$ cat config.mk
export PLATFORM = sky130hd
export DESIGN_NAME = bcd_to_binary_seq
export DESIGN_NICKNAME = d
export VERILOG_FILES = /design/src/rtl/bcd_to_binary_seq_pkg.sv /design/src/rtl/bcd_to_binary_seq_dabble_sub3.sv /design/src/rtl/bcd_to_binary_seq.sv
export SDC_FILE = /design/constraint.sdc
export NUM_CORES = 1
export LEC_CHECK = 0
export ABC_AREA = 1
export ABC_CLOCK_PERIOD_IN_PS = 1500
export CAP_MARGIN = 20
export CORE_ASPECT_RATIO = 2
export CORE_UTILIZATION = 30
export CTS_BUF_LIST = sky130_fd_sc_hd__clkbuf_8
export DETAILED_ROUTE_END_ITERATION = 6
export PLACE_DENSITY = 0.56
export SETUP_SLACK_MARGIN = 0.05
export SYNTH_ARGS = -nofsm -noshare
export SYNTH_HDL_FRONTEND = slang
export SYNTH_SLANG_ARGS = --single-unit
export TNS_END_PERCENT = 1
$ cat constraint.sdc
create_clock -name clk -period 1.5 [get_ports clk]
set_clock_uncertainty 0.15 [all_clocks]
set_input_delay 0.45 -clock clk [delete_from_list [all_inputs] [get_ports clk]]
set_output_delay 0.45 -clock clk [all_outputs]
set_load 0.005 [all_outputs]
$ cat src/rtl/bcd_to_binary_seq_pkg.sv
// Shared definitions for the sequential BCD-to-binary converter:
// FSM encoding, default sizing and the digit-range helper.
package bcd_to_binary_seq_pkg;

  localparam int DIGITS_DEF = 4;
  localparam int BIN_W_DEF  = 13;
  localparam int ITER_DEF   = 14;

  localparam logic [3:0] BCD_MAX_DIGIT = 4'd9;
  localparam logic [3:0] DABBLE_THRESH = 4'd8;
  localparam logic [3:0] DABBLE_CORR   = 4'd3;

  typedef enum logic [1:0] {
    IDLE = 2'd0,
    CONV = 2'd1,
    DONE = 2'd2
  } state_t;

  function automatic logic digit_bad(input logic [3:0] digit);
    return (digit > BCD_MAX_DIGIT);
  endfunction

endpackage

$ cat src/rtl/bcd_to_binary_seq_dabble_sub3.sv
// Reverse double-dabble correction cell: a nibble that received a shifted-in
// weight of 8 really carries 5, so take 3 back off.
module dabble_sub3
  import bcd_to_binary_seq_pkg::*;
(
  input  logic [3:0] nib,
  output logic [3:0] fixed
);

  assign fixed = (nib >= DABBLE_THRESH) ? (nib - DABBLE_CORR) : nib;

endmodule

$ cat src/rtl/bcd_to_binary_seq.sv
// Iterative packed-BCD to binary converter: one right shift plus per-digit
// subtract-3 correction per clock, with digit validation and saturation.
module bcd_to_binary_seq
  import bcd_to_binary_seq_pkg::*;
#(
  parameter int DIGITS = DIGITS_DEF,
  parameter int BIN_W  = BIN_W_DEF,
  parameter int ITER   = ITER_DEF
) (
  input  logic                  clk,
  input  logic                  rst_n,
  input  logic                  start,
  input  logic [4*DIGITS-1:0]   bcd_in,
  output logic                  busy,
  output logic                  done,
  output logic [BIN_W-1:0]      bin_out,
  output logic                  ovf,
  output logic                  err
);

  localparam int R_W   = 4*DIGITS + ITER;
  localparam int CNT_W = $clog2(ITER);
  localparam logic [CNT_W-1:0] CNT_LAST = CNT_W'(ITER - 1);
  localparam logic [ITER-1:0]  BIN_MAX  = {{(ITER-BIN_W){1'b0}}, {BIN_W{1'b1}}};

  state_t                state_r, state_nxt_s;
  logic [CNT_W-1:0]      cnt_r, cnt_nxt_s;
  logic [R_W-1:0]        r_r, r_nxt_s;
  logic                  bad_r, bad_nxt_s;
  logic                  busy_r, busy_nxt_s;
  logic                  done_r, done_nxt_s;
  logic [BIN_W-1:0]      bin_out_r, bin_nxt_s;
  logic                  ovf_r, ovf_nxt_s;
  logic                  err_r, err_nxt_s;

  logic [R_W-1:0]        r_shift_s;
  logic [4*DIGITS-1:0]   nib_fix_s;
  logic [R_W-1:0]        r_iter_s;
  logic [ITER-1:0]       v_s;
  logic                  any_bad_s;

  assign r_shift_s = r_r >> 1;

  for (genvar g = 0; g < DIGITS; g++) begin : g_sub3
    dabble_sub3 u_sub3 (
      .nib   (r_shift_s[ITER + 4*g +: 4]),
      .fixed (nib_fix_s[4*g +: 4])
    );
  end

  assign r_iter_s = {nib_fix_s, r_shift_s[ITER-1:0]};
  assign v_s      = r_iter_s[ITER-1:0];

  // Flag any input digit outside 0..9
  always_comb begin
    any_bad_s = 1'b0;
    for (int i = 0; i < DIGITS; i++) begin
      any_bad_s = any_bad_s | digit_bad(bcd_in[4*i +: 4]);
    end
  end

  // Next-state, datapath and registered-output next values
  always_comb begin
    state_nxt_s = state_r;
    cnt_nxt_s   = cnt_r;
    r_nxt_s     = r_r;
    bad_nxt_s   = bad_r;
    bin_nxt_s   = bin_out_r;
    ovf_nxt_s   = ovf_r;
    err_nxt_s   = err_r;
    case (state_r)
      // DONE also accepts a new request so back-to-back runs take ITER+1 cycles
      IDLE, DONE: begin
        if (start) begin
          cnt_nxt_s   = '0;
          state_nxt_s = CONV;
          if (any_bad_s) begin
            // invalid input idles one cycle in CONV so done lands one edge later
            bad_nxt_s = 1'b1;
            err_nxt_s = 1'b1;
            ovf_nxt_s = 1'b0;
            bin_nxt_s = '0;
          end else begin
            bad_nxt_s = 1'b0;
            err_nxt_s = 1'b0;
            ovf_nxt_s = 1'b0;
            r_nxt_s   = {bcd_in, {ITER{1'b0}}};
          end
        end else begin
          state_nxt_s = IDLE;
        end
      end
      CONV: begin
        if (bad_r) begin
          bad_nxt_s   = 1'b0;
          state_nxt_s = DONE;
        end else begin
          r_nxt_s   = r_iter_s;
          cnt_nxt_s = cnt_r + {{(CNT_W-1){1'b0}}, 1'b1};
          if (cnt_r == CNT_LAST) begin
            state_nxt_s = DONE;
            if (v_s > BIN_MAX) begin
              bin_nxt_s = {BIN_W{1'b1}};
              ovf_nxt_s = 1'b1;
            end else begin
              bin_nxt_s = v_s[BIN_W-1:0];
              ovf_nxt_s = 1'b0;
            end
          end else begin
            state_nxt_s = CONV;
          end
        end
      end
      default: begin
        state_nxt_s = IDLE;
      end
    endcase
    busy_nxt_s = (state_nxt_s != IDLE);
    done_nxt_s = (state_nxt_s == DONE);
  end

  // State, datapath and output registers
  always_ff @(posedge clk or negedge rst_n) begin
    if (!rst_n) begin
      state_r   <= IDLE;
      cnt_r     <= '0;
      r_r       <= '0;
      bad_r     <= 1'b0;
      busy_r    <= 1'b0;
      done_r    <= 1'b0;
      bin_out_r <= '0;
      ovf_r     <= 1'b0;
      err_r     <= 1'b0;
    end else begin
      state_r   <= state_nxt_s;
      cnt_r     <= cnt_nxt_s;
      r_r       <= r_nxt_s;
      bad_r     <= bad_nxt_s;
      busy_r    <= busy_nxt_s;
      done_r    <= done_nxt_s;
      bin_out_r <= bin_nxt_s;
      ovf_r     <= ovf_nxt_s;
      err_r     <= err_nxt_s;
    end
  end

  assign busy    = busy_r;
  assign done    = done_r;
  assign bin_out = bin_out_r;
  assign ovf     = ovf_r;
  assign err     = err_r;

endmodule

==> results of run 1 <==
-- synthesized netlist by cell type --
| cell | count | area, sq um |
|---|---|---|
| a21oi_1 | 10 | 50.1 |
| a22oi_2 | 1 | 12.5 |
| and3_1 | 1 | 6.26 |
| buf_2 | 9 | 45.0 |
| buf_4 | 3 | 22.5 |
| buf_6 | 3 | 33.8 |
| clkbuf_1 | 5 | 18.8 |
| dfrtp_1 | 53 | 1330 |
| ha_1 | 8 | 100 |
| inv_1 | 33 | 124 |
| inv_2 | 2 | 7.51 |
| mux2i_1 | 1 | 10.0 |
| nand2_1 | 110 | 413 |
| nand2_2 | 3 | 18.8 |
| nand3_1 | 34 | 170 |
| nand4_1 | 1 | 6.26 |
| nor2_1 | 38 | 143 |
| nor2_2 | 1 | 6.26 |
| nor3_1 | 1 | 5.00 |
| o211ai_1 | 3 | 22.5 |
| o21a_1 | 3 | 22.5 |
| o21ai_0 | 9 | 45.0 |
| o21ai_2 | 13 | 114 |
| o22ai_1 | 5 | 31.3 |
| xnor2_1 | 2 | 17.5 |
-- worst min path at each step --
stage | startpoint | slack, ns | to | depth (start not counted)
after global placement | rst_n | 0.21 | done | 1
final | r_r[1] | 0.33 | r_r[1] | 2
after CTS | r_r[5] | 0.33 | r_r[5] | 2
after global routing | err | 0.36 | err | 2
after detailed placement | rst_n | 0.22 | done | 1
after floorplan | rst_n | 0.004 | bad_r | 0
-- layout by cell type, fill, tap and decap left out, types with 2 or more instances in the layout --
| cell type | instances |
|---|---|
| o211ai_1 | 3 |
| inv_2 | 7 |
| nor2_1 | 28 |
| a21oi_1 | 8 |
| nor2_2 | 6 |
| clkbuf_8 | 6 |
| xnor2_1 | 2 |
| o21a_1 | 3 |
| buf_12 | 4 |
| inv_1 | 28 |
| dfrtp_1 | 52 |
| buf_4 | 40 |
| nand2_2 | 14 |
| nor2_4 | 5 |
| nand2_4 | 4 |
| dlygate4sd2_1 | 7 |
| nand3_1 | 32 |
| o21ai_0 | 8 |
| buf_2 | 7 |
| nand2_1 | 94 |
| clkdlybuf4s15_1 | 5 |
| buf_6 | 7 |
| buf_16 | 2 |
| clkdlybuf4s50_1 | 4 |
| o21ai_2 | 13 |
| a21oi_2 | 2 |
| o22ai_1 | 5 |
| ha_1 | 7 |
| clkbuf_2 | 12 |
-- flip-flops by register name (all words and copies together), names as in the netlist, 2 cells and up --
signal	flops
cnt_r	4
r_r	29
bin_out	13
state_r	2
-- timing repair --
action,4_1_cts,5_1_grt
hold buffers,1,0
gates resized for setup,101,36
setup buffers,18,1
endpoints found under the hold margin,11,0
endpoints found under the setup margin,61,66
gates cloned,3,0
pin swaps,14,4
-- power by group --
group	total [mW]	switching, mW	internal [mW]
combinational	4.40	2.34	2.06
sequential	2.37	0.420	1.95
clock	0.855	0.490	0.366
total	7.63	3.25	4.38
-- metal layers --
| metal | vias to the layer above | global-route usage | share of wire |
|---|---|---|---|
| li1 | 1260 | - | - |
| met5 | - | 0 | 0 |
| met1 | 1171 | 0.152 | 0.38 |
| met2 | 31 | 0.310 | 0.58 |
| met4 | 0 | 0.0656 | 0.020 |
| met3 | 6 | 0.0218 | 0.020 |
-- final cells by class --
class | instances | area, sq um
Fill cell | 920 | 5130
Multi-Input combinational cell | 244 | 1360
Sequential cell | 53 | 1330
Timing Repair Buffer | 90 | 786
Inverter | 35 | 131
Tap cell | 102 | 128
Clock buffer | 6 | 82.6
Clock inverter | 1 | 7.51
-- cell families (layout without fill, tap and decap cells) --
family | after synthesis | count (layout) | share of synthesized area
AOI/OAI and AO/OA | 44 | 44 | 0.107
adders and majority gates | 8 | 8 | 0.0361
buffers and inverters | 55 | 132 | 0.0907
xor gates and xnor gates | 2 | 2 | 0.00632
and+or+nand+nor | 189 | 189 | 0.277
DFF | 53 | 53 | 0.479
muxes | 1 | 1 | 0.00361
-- worst max-delay path: stages (launching register included) --
cell and delay [ns]:
dfrtp_1 0.40, inv_2 0.08, ha_4 0.13, nand3_4 0.07, a22oi_2 0.20, buf_6 0.14, nand2_8 0.08, buf_12 0.15
nand2_1 0.07, o21ai_2 0.05
-- metrics by stage --
| step | power (mW) | utilization |
|---|---|---|
| floorplan | 4.69 | - |
| global placement | 6.08 | 0.384 |
| detailed placement | 6.18 | 0.384 |
| CTS | 7.72 | 0.430 |
| global route | 8.27 | 0.426 |
| finish | 7.63 | 0.426 |
==> impl_summary.log, run 1 <==
INFO  metric track_usage = 0.154
INFO  metric layout-drive-gt1-share = 0.319
INFO  metric fin_worst_hold_slack = between 0.3 and 0.4 ns
INFO  metric min_period_over_period = 1.09
INFO  metric number_of_cts_inserted_buffers = 5
INFO  metric grt_start_max_net_pins = 43
INFO  metric post-dp-hpwl = 4.52 mm
INFO  metric ys_types = 25
INFO  metric clk_pin_slew_worst_paths = approximately 0.10 ns
INFO  metric die_width = 70.0 um
INFO  metric clk-insertion-delay-late = around 0.32 ns
INFO  metric drtIter0Drc = 110
INFO  metric worst-r2r-setup-slack = -0.13 ns
INFO  metric max_cap_violations = 0
INFO  metric final_net_count = between 400 and 500
INFO  metric area_of_the_mapped_netlist = 2770 sq um
INFO  metric hold_class = flop to flop
INFO  metric normalized_max_slew_margin = 0.782
INFO  metric syn-instance-count = 352
INFO  metric first_global_vias = about 2,500
INFO  metric detailedPlace.worstSlack = -0.621 ns
INFO  metric setup.worst_path.start_class = flop
INFO  metric n_antenna_cell = 0
INFO  metric initial_core_util = 0.310
INFO  metric crit_end = bin_out[10]
INFO  metric floorplan.io_pins = 36
INFO  metric setup.worst_path.end_class = flop
INFO  metric setup_viol = 13
INFO  metric dpl_cell_area = about 3400 sq um
INFO  metric core_area = 8950 sq um
INFO  metric clock-root-buffer = clkbuf_8
INFO  metric cp-startpoint = cnt_r[1]
INFO  metric synth.yosys.seq_area_share = 0.479
INFO  metric synthToLayoutAreaGrowth = 37.7%
INFO  metric dieHeight = between 100 and 150 um
INFO  metric ctsHtreeMaxLevel = 2
INFO  metric worstMarginPinSlew = ~0.33 ns
INFO  metric die_area = 9650 sq um
INFO  metric tritoncts = yes
INFO  metric post_drt_via_cell_ratio = 4.65
INFO  metric ys_seq_elements = 53
INFO  metric final.setup.tns = -1.52 ns
INFO  metric drt_wl_total = around 6.8 mm
INFO  metric synth_fp_nets = approximately 380
INFO  metric worst_path_required_time = 1.58 ns
INFO  metric cellLeakagePower = 1.92 nW
INFO  metric fmax = about 0.61 GHz
INFO  metric status = finished with violations
INFO  metric worstReg2RegStart = cnt_r[1]
INFO  metric r2r_end = bin_out[10]
INFO  metric grt_antenna_before_repair = 0
INFO  metric gp_congestion = roughly 0.75
INFO  metric post_synth.cell_area_avg = ~7.9 sq um
INFO  metric drtAntennaViolNets = 0
INFO  metric setup_ws = -0.134 ns
INFO  metric timing.setup.critical_path_class = flop to flop
INFO  metric cellPowerDensity = approximately 2000 nW/um^2
INFO  metric maxSlewViolCount = 0
INFO  metric grt_pass1_wl = around 12 mm
INFO  metric cts-root-to-sink-buffers = 2
INFO  metric synthesis.yosys.warnings = 0
INFO  metric worst-endpoint-arrival = around 1.7 ns
INFO  metric dpl.cell_count = 503
INFO  metric placementRows = just under 50
INFO  metric worstPathMaxFanout = 7
INFO  metric drc = 0
INFO  metric drt-wirelength-per-cell = approximately 13 um
INFO  metric clock-sinks = 53
INFO  metric portBuffers = 35
INFO  metric reg2regPathDepth = 9
INFO  metric firstDrtPassIters = 4
INFO  metric routed-via-count = 2,468
INFO  metric overflow = 0
INFO  metric timing.final.hold_violations = 0
INFO  metric finish.cell_count_without_fillers = approximately 530
INFO  metric grt_setup_unrepaired = true
INFO  metric minimum_period_implied_by_the_final_worst_setup_slack = ~1.6 ns
INFO  metric vdd.ir_drop.worst = roughly 0.6 mV
INFO  metric violations = setup timing
INFO  metric stdcell_area = about 3800 sq um
No activity file was read; power rests on OpenSTA's default activity.
==> inputs of run 2 (changes only) <==
Settings changed: CORE_UTILIZATION 30 to 26, PLACE_DENSITY 0.56 to 0.51.
==> run 2 against run 1 <==
Effect of this change:
- maximum frequency increased by 0.78%
- largest cell class unchanged
- via count increased by 3.9%
- global-route usage decreased by 0.41 points
- hold slack improved by 0.0077 ns
- the flow finishes with violations (DRC, setup timing)
- critical endpoint is now bin_out[0]
- clock-buffer cell count unchanged
- die area increased by 15%
==> impl_summary.log, run 2 (same netlist as run 1, synthesis figures left out) <==
INFO  metric n_antenna_cell = 0 (unchanged)
INFO  metric worstReg2RegStart = cnt_r[1]
INFO  metric multi_input_area = 1410 sq um (+4.0%)
INFO  metric drt-wirelength-per-cell = 12.8 um (+0.60%)
INFO  metric floorplan.io_pins = 36 (unchanged)
INFO  metric initial_core_util = 0.266 (-0.0434)
INFO  metric finish.cell_count_without_fillers = 582 (+9.6%)
INFO  metric synthToLayoutAreaGrowth = 49.7%
INFO  metric min_period_over_period = 1.08 (-0.00844)
INFO  metric grt_antenna_before_repair = 0 (unchanged)
INFO  metric dieHeight = 148 um (+7.3%)
INFO  metric clk-insertion-delay-late = 0.31 ns (about the same)
INFO  metric tritoncts = yes
INFO  metric cellLeakagePower = 2.08 nW (+8.4%)
INFO  metric track_usage = 0.150 (-0.00408)
INFO  metric fmax = 0.617 GHz (+0.78%)
INFO  metric grt_start_max_net_pins = 49 (+14%)
INFO  metric hold-path-cell-count = 2 (unchanged)
INFO  metric worst_path_required_time = 1.55 ns (-0.03 ns)
INFO  metric clock-sinks = 53 (unchanged)
INFO  metric violations = DRC, setup timing
INFO  metric hp-start = r_r[27]
INFO  metric overflow = 0 (unchanged)
INFO  metric registers.top_by_ff_count = r_r
INFO  metric worstPathMaxFanout = 7 (unchanged)
INFO  metric drtAntennaViolNets = 0 (unchanged)
INFO  metric reg2regPathDepth = 9 (unchanged)
INFO  metric fin_worst_hold_slack = 0.334 ns (+0.00773 ns)
INFO  metric post-dp-hpwl = 4.69 mm (+3.7%)
INFO  metric timing.setup.critical_path_class = flop to flop
INFO  metric most-common-layout-cells = nand2_1, dfrtp_1, buf_4
INFO  metric report.power.total = 8.76 mW (+15%)
INFO  metric clock-root-buffer = clkbuf_8
INFO  metric cts-root-to-sink-buffers = 2 (unchanged)
INFO  metric normalized_max_slew_margin = 0.788 (+0.00540)
INFO  metric die_area = 11,100 sq um (+15%)
INFO  metric status = finished with violations
INFO  metric drtIter0Drc = 83 (-25%)
INFO  metric worstMarginPinSlew = 0.315 ns (-0.0114 ns)
INFO  metric final.setup.tns = -2.55 ns (-1.02 ns)
INFO  metric setup_viol = 45 (+32)
INFO  metric ctsHtreeMaxLevel = 2 (unchanged)
INFO  metric layout.cells.most_common = nand2_1
INFO  metric firstDrtPassIters = 6 (+2)
INFO  metric n_fill_cell = 1,111 (+21%)
INFO  metric setup_ws = -0.121 ns (+0.0127 ns)
INFO  metric cp-startpoint = cnt_r[1]
INFO  metric dpl.cell_count = 537 (+6.8%)
INFO  metric maxSlewViolCount = 0 (unchanged)
INFO  metric drc = 1 (+1)
INFO  metric layout-drive-gt1-share = 0.369 (+0.0492)
INFO  metric portBuffers = 35 (unchanged)
INFO  metric die_width = 75.0 um (+7.2%)
INFO  metric number_of_flip_flops_in_the_largest_register = 29 (unchanged)
INFO  metric worst-r2r-setup-slack = -0.12 ns (about the same)
INFO  metric cellPowerDensity = 2110 nW/um^2 (+5.6%)
INFO  metric number_of_cts_inserted_buffers = 5 (unchanged)
INFO  metric timing.final.hold_violations = 0 (unchanged)
INFO  metric setup.worst_path.start_class = flop
INFO  metric gp_congestion = 0.806 (+7.8%)
INFO  metric placementRows = 53 (+8.2%)
INFO  metric min_delay_worst_endpoint = r_r[27]
INFO  metric drt_wl_total = 7.46 mm (+10%)
INFO  metric final_net_count = 471 (+3.3%)
INFO  metric vdd.ir_drop.worst = 0.707 mV (+17%)
INFO  metric post_drt_via_cell_ratio = 4.41 (-5.2%)
INFO  metric clk_pin_slew_worst_paths = 0.10 ns (about the same)
INFO  metric max_cap_violations = 0 (unchanged)
INFO  metric setup.worst_path.end_class = flop
INFO  metric final-seq-area = 1330 sq um (about the same)
INFO  metric hold_class = flop to flop
INFO  metric r2r_end = bin_out[0]
INFO  metric core_area = 10,400 sq um (+16%)
INFO  metric minimum_period_implied_by_the_final_worst_setup_slack = 1.62 ns (-0.0127 ns)
INFO  metric first_global_vias = 2,646 (+4.2%)
INFO  metric grt_pass1_wl = 12.6 mm (+8.2%)
INFO  metric grt_setup_unrepaired = true
INFO  metric routed-via-count = 2,564 (+3.9%)
INFO  metric worst-endpoint-arrival = 1.67 ns (-0.04 ns)
==> run 2: changes by cell type in the layout (fill, tap and decap cells not counted), sizes merged <==
cell and delta:
buf +18, dlygate4sd2 -2, clkinvlp -1, clkdlybuf4s15 +1, clkbuf -2, inv +1, bufinv +1
==> run 2: cell type report <==
class,count,area share
Clock buffer,6,0.0199
Clock inverter,2,0.00814
Inverter,35,0.0317
Multi-Input combinational cell,244,0.340
Sequential cell,53,0.320
Tap cell,137,0.0413
Timing Repair Buffer,105,0.240
==> run 2: repair_timing <==
item	in CTS	in global routing
setup buffers	31	1
pin swaps	16	3
gates resized for setup	130	34
hold buffers	1	0
setup endpoints to repair	63	64
cloned	6	0
endpoints found under the hold margin	5	0
==> run 2: stage by stage <==
stage          instance area [sq um]  setup slack (ns)   util
2_1_floorplan                   2780           -0.0816      -
3_3_place_gp                    3470            -0.648  0.334
3_5_place_dp                    3470            -0.660  0.334
4_1_cts                         4160            -0.104  0.399
5_1_grt                         4150            -0.168  0.399
6_report                        4150            -0.121  0.399
==> run 2: power by group <==
group          internal, mW  switching (mW)
clock                 0.538           0.482
sequential             1.95           0.413
combinational          2.67            2.70
total                  5.16            3.60
==> run 2: metal layers <==
metal / part of all wire / global-route usage / up-vias
li1: - / - / 1296
met1: 0.38 / 0.160 / 1213
met2: 0.57 / 0.279 / 42
met3: 0.023 / 0.0150 / 13
met4: 0.027 / 0.0717 / 0
met5: 0 / 0 / -
==> run 2: critical path: stages (launching register included) <==
cell and delay (ns):
dfrtp_1 0.41, inv_2 0.09, ha_4 0.14, nand3_4 0.07
a22oi_2 0.17, buf_6 0.14, nand2_8 0.08, buf_12 0.17
nand2_4 0.05, o21ai_2 0.04
==> run 2: how the worst max path moves through the flow <==
| stage | end | cells past startpoint |
|---|---|---|
| 6_report | bin_out[0] | 9 |
| 4_1_cts | bin_out[0] | 9 |
| 2_1_floorplan | r_r[18] | 10 |
| 3_5_place_dp | r_r[21] | 11 |
| 5_1_grt | bin_out[0] | 9 |
| 3_3_place_gp | r_r[21] | 10 |
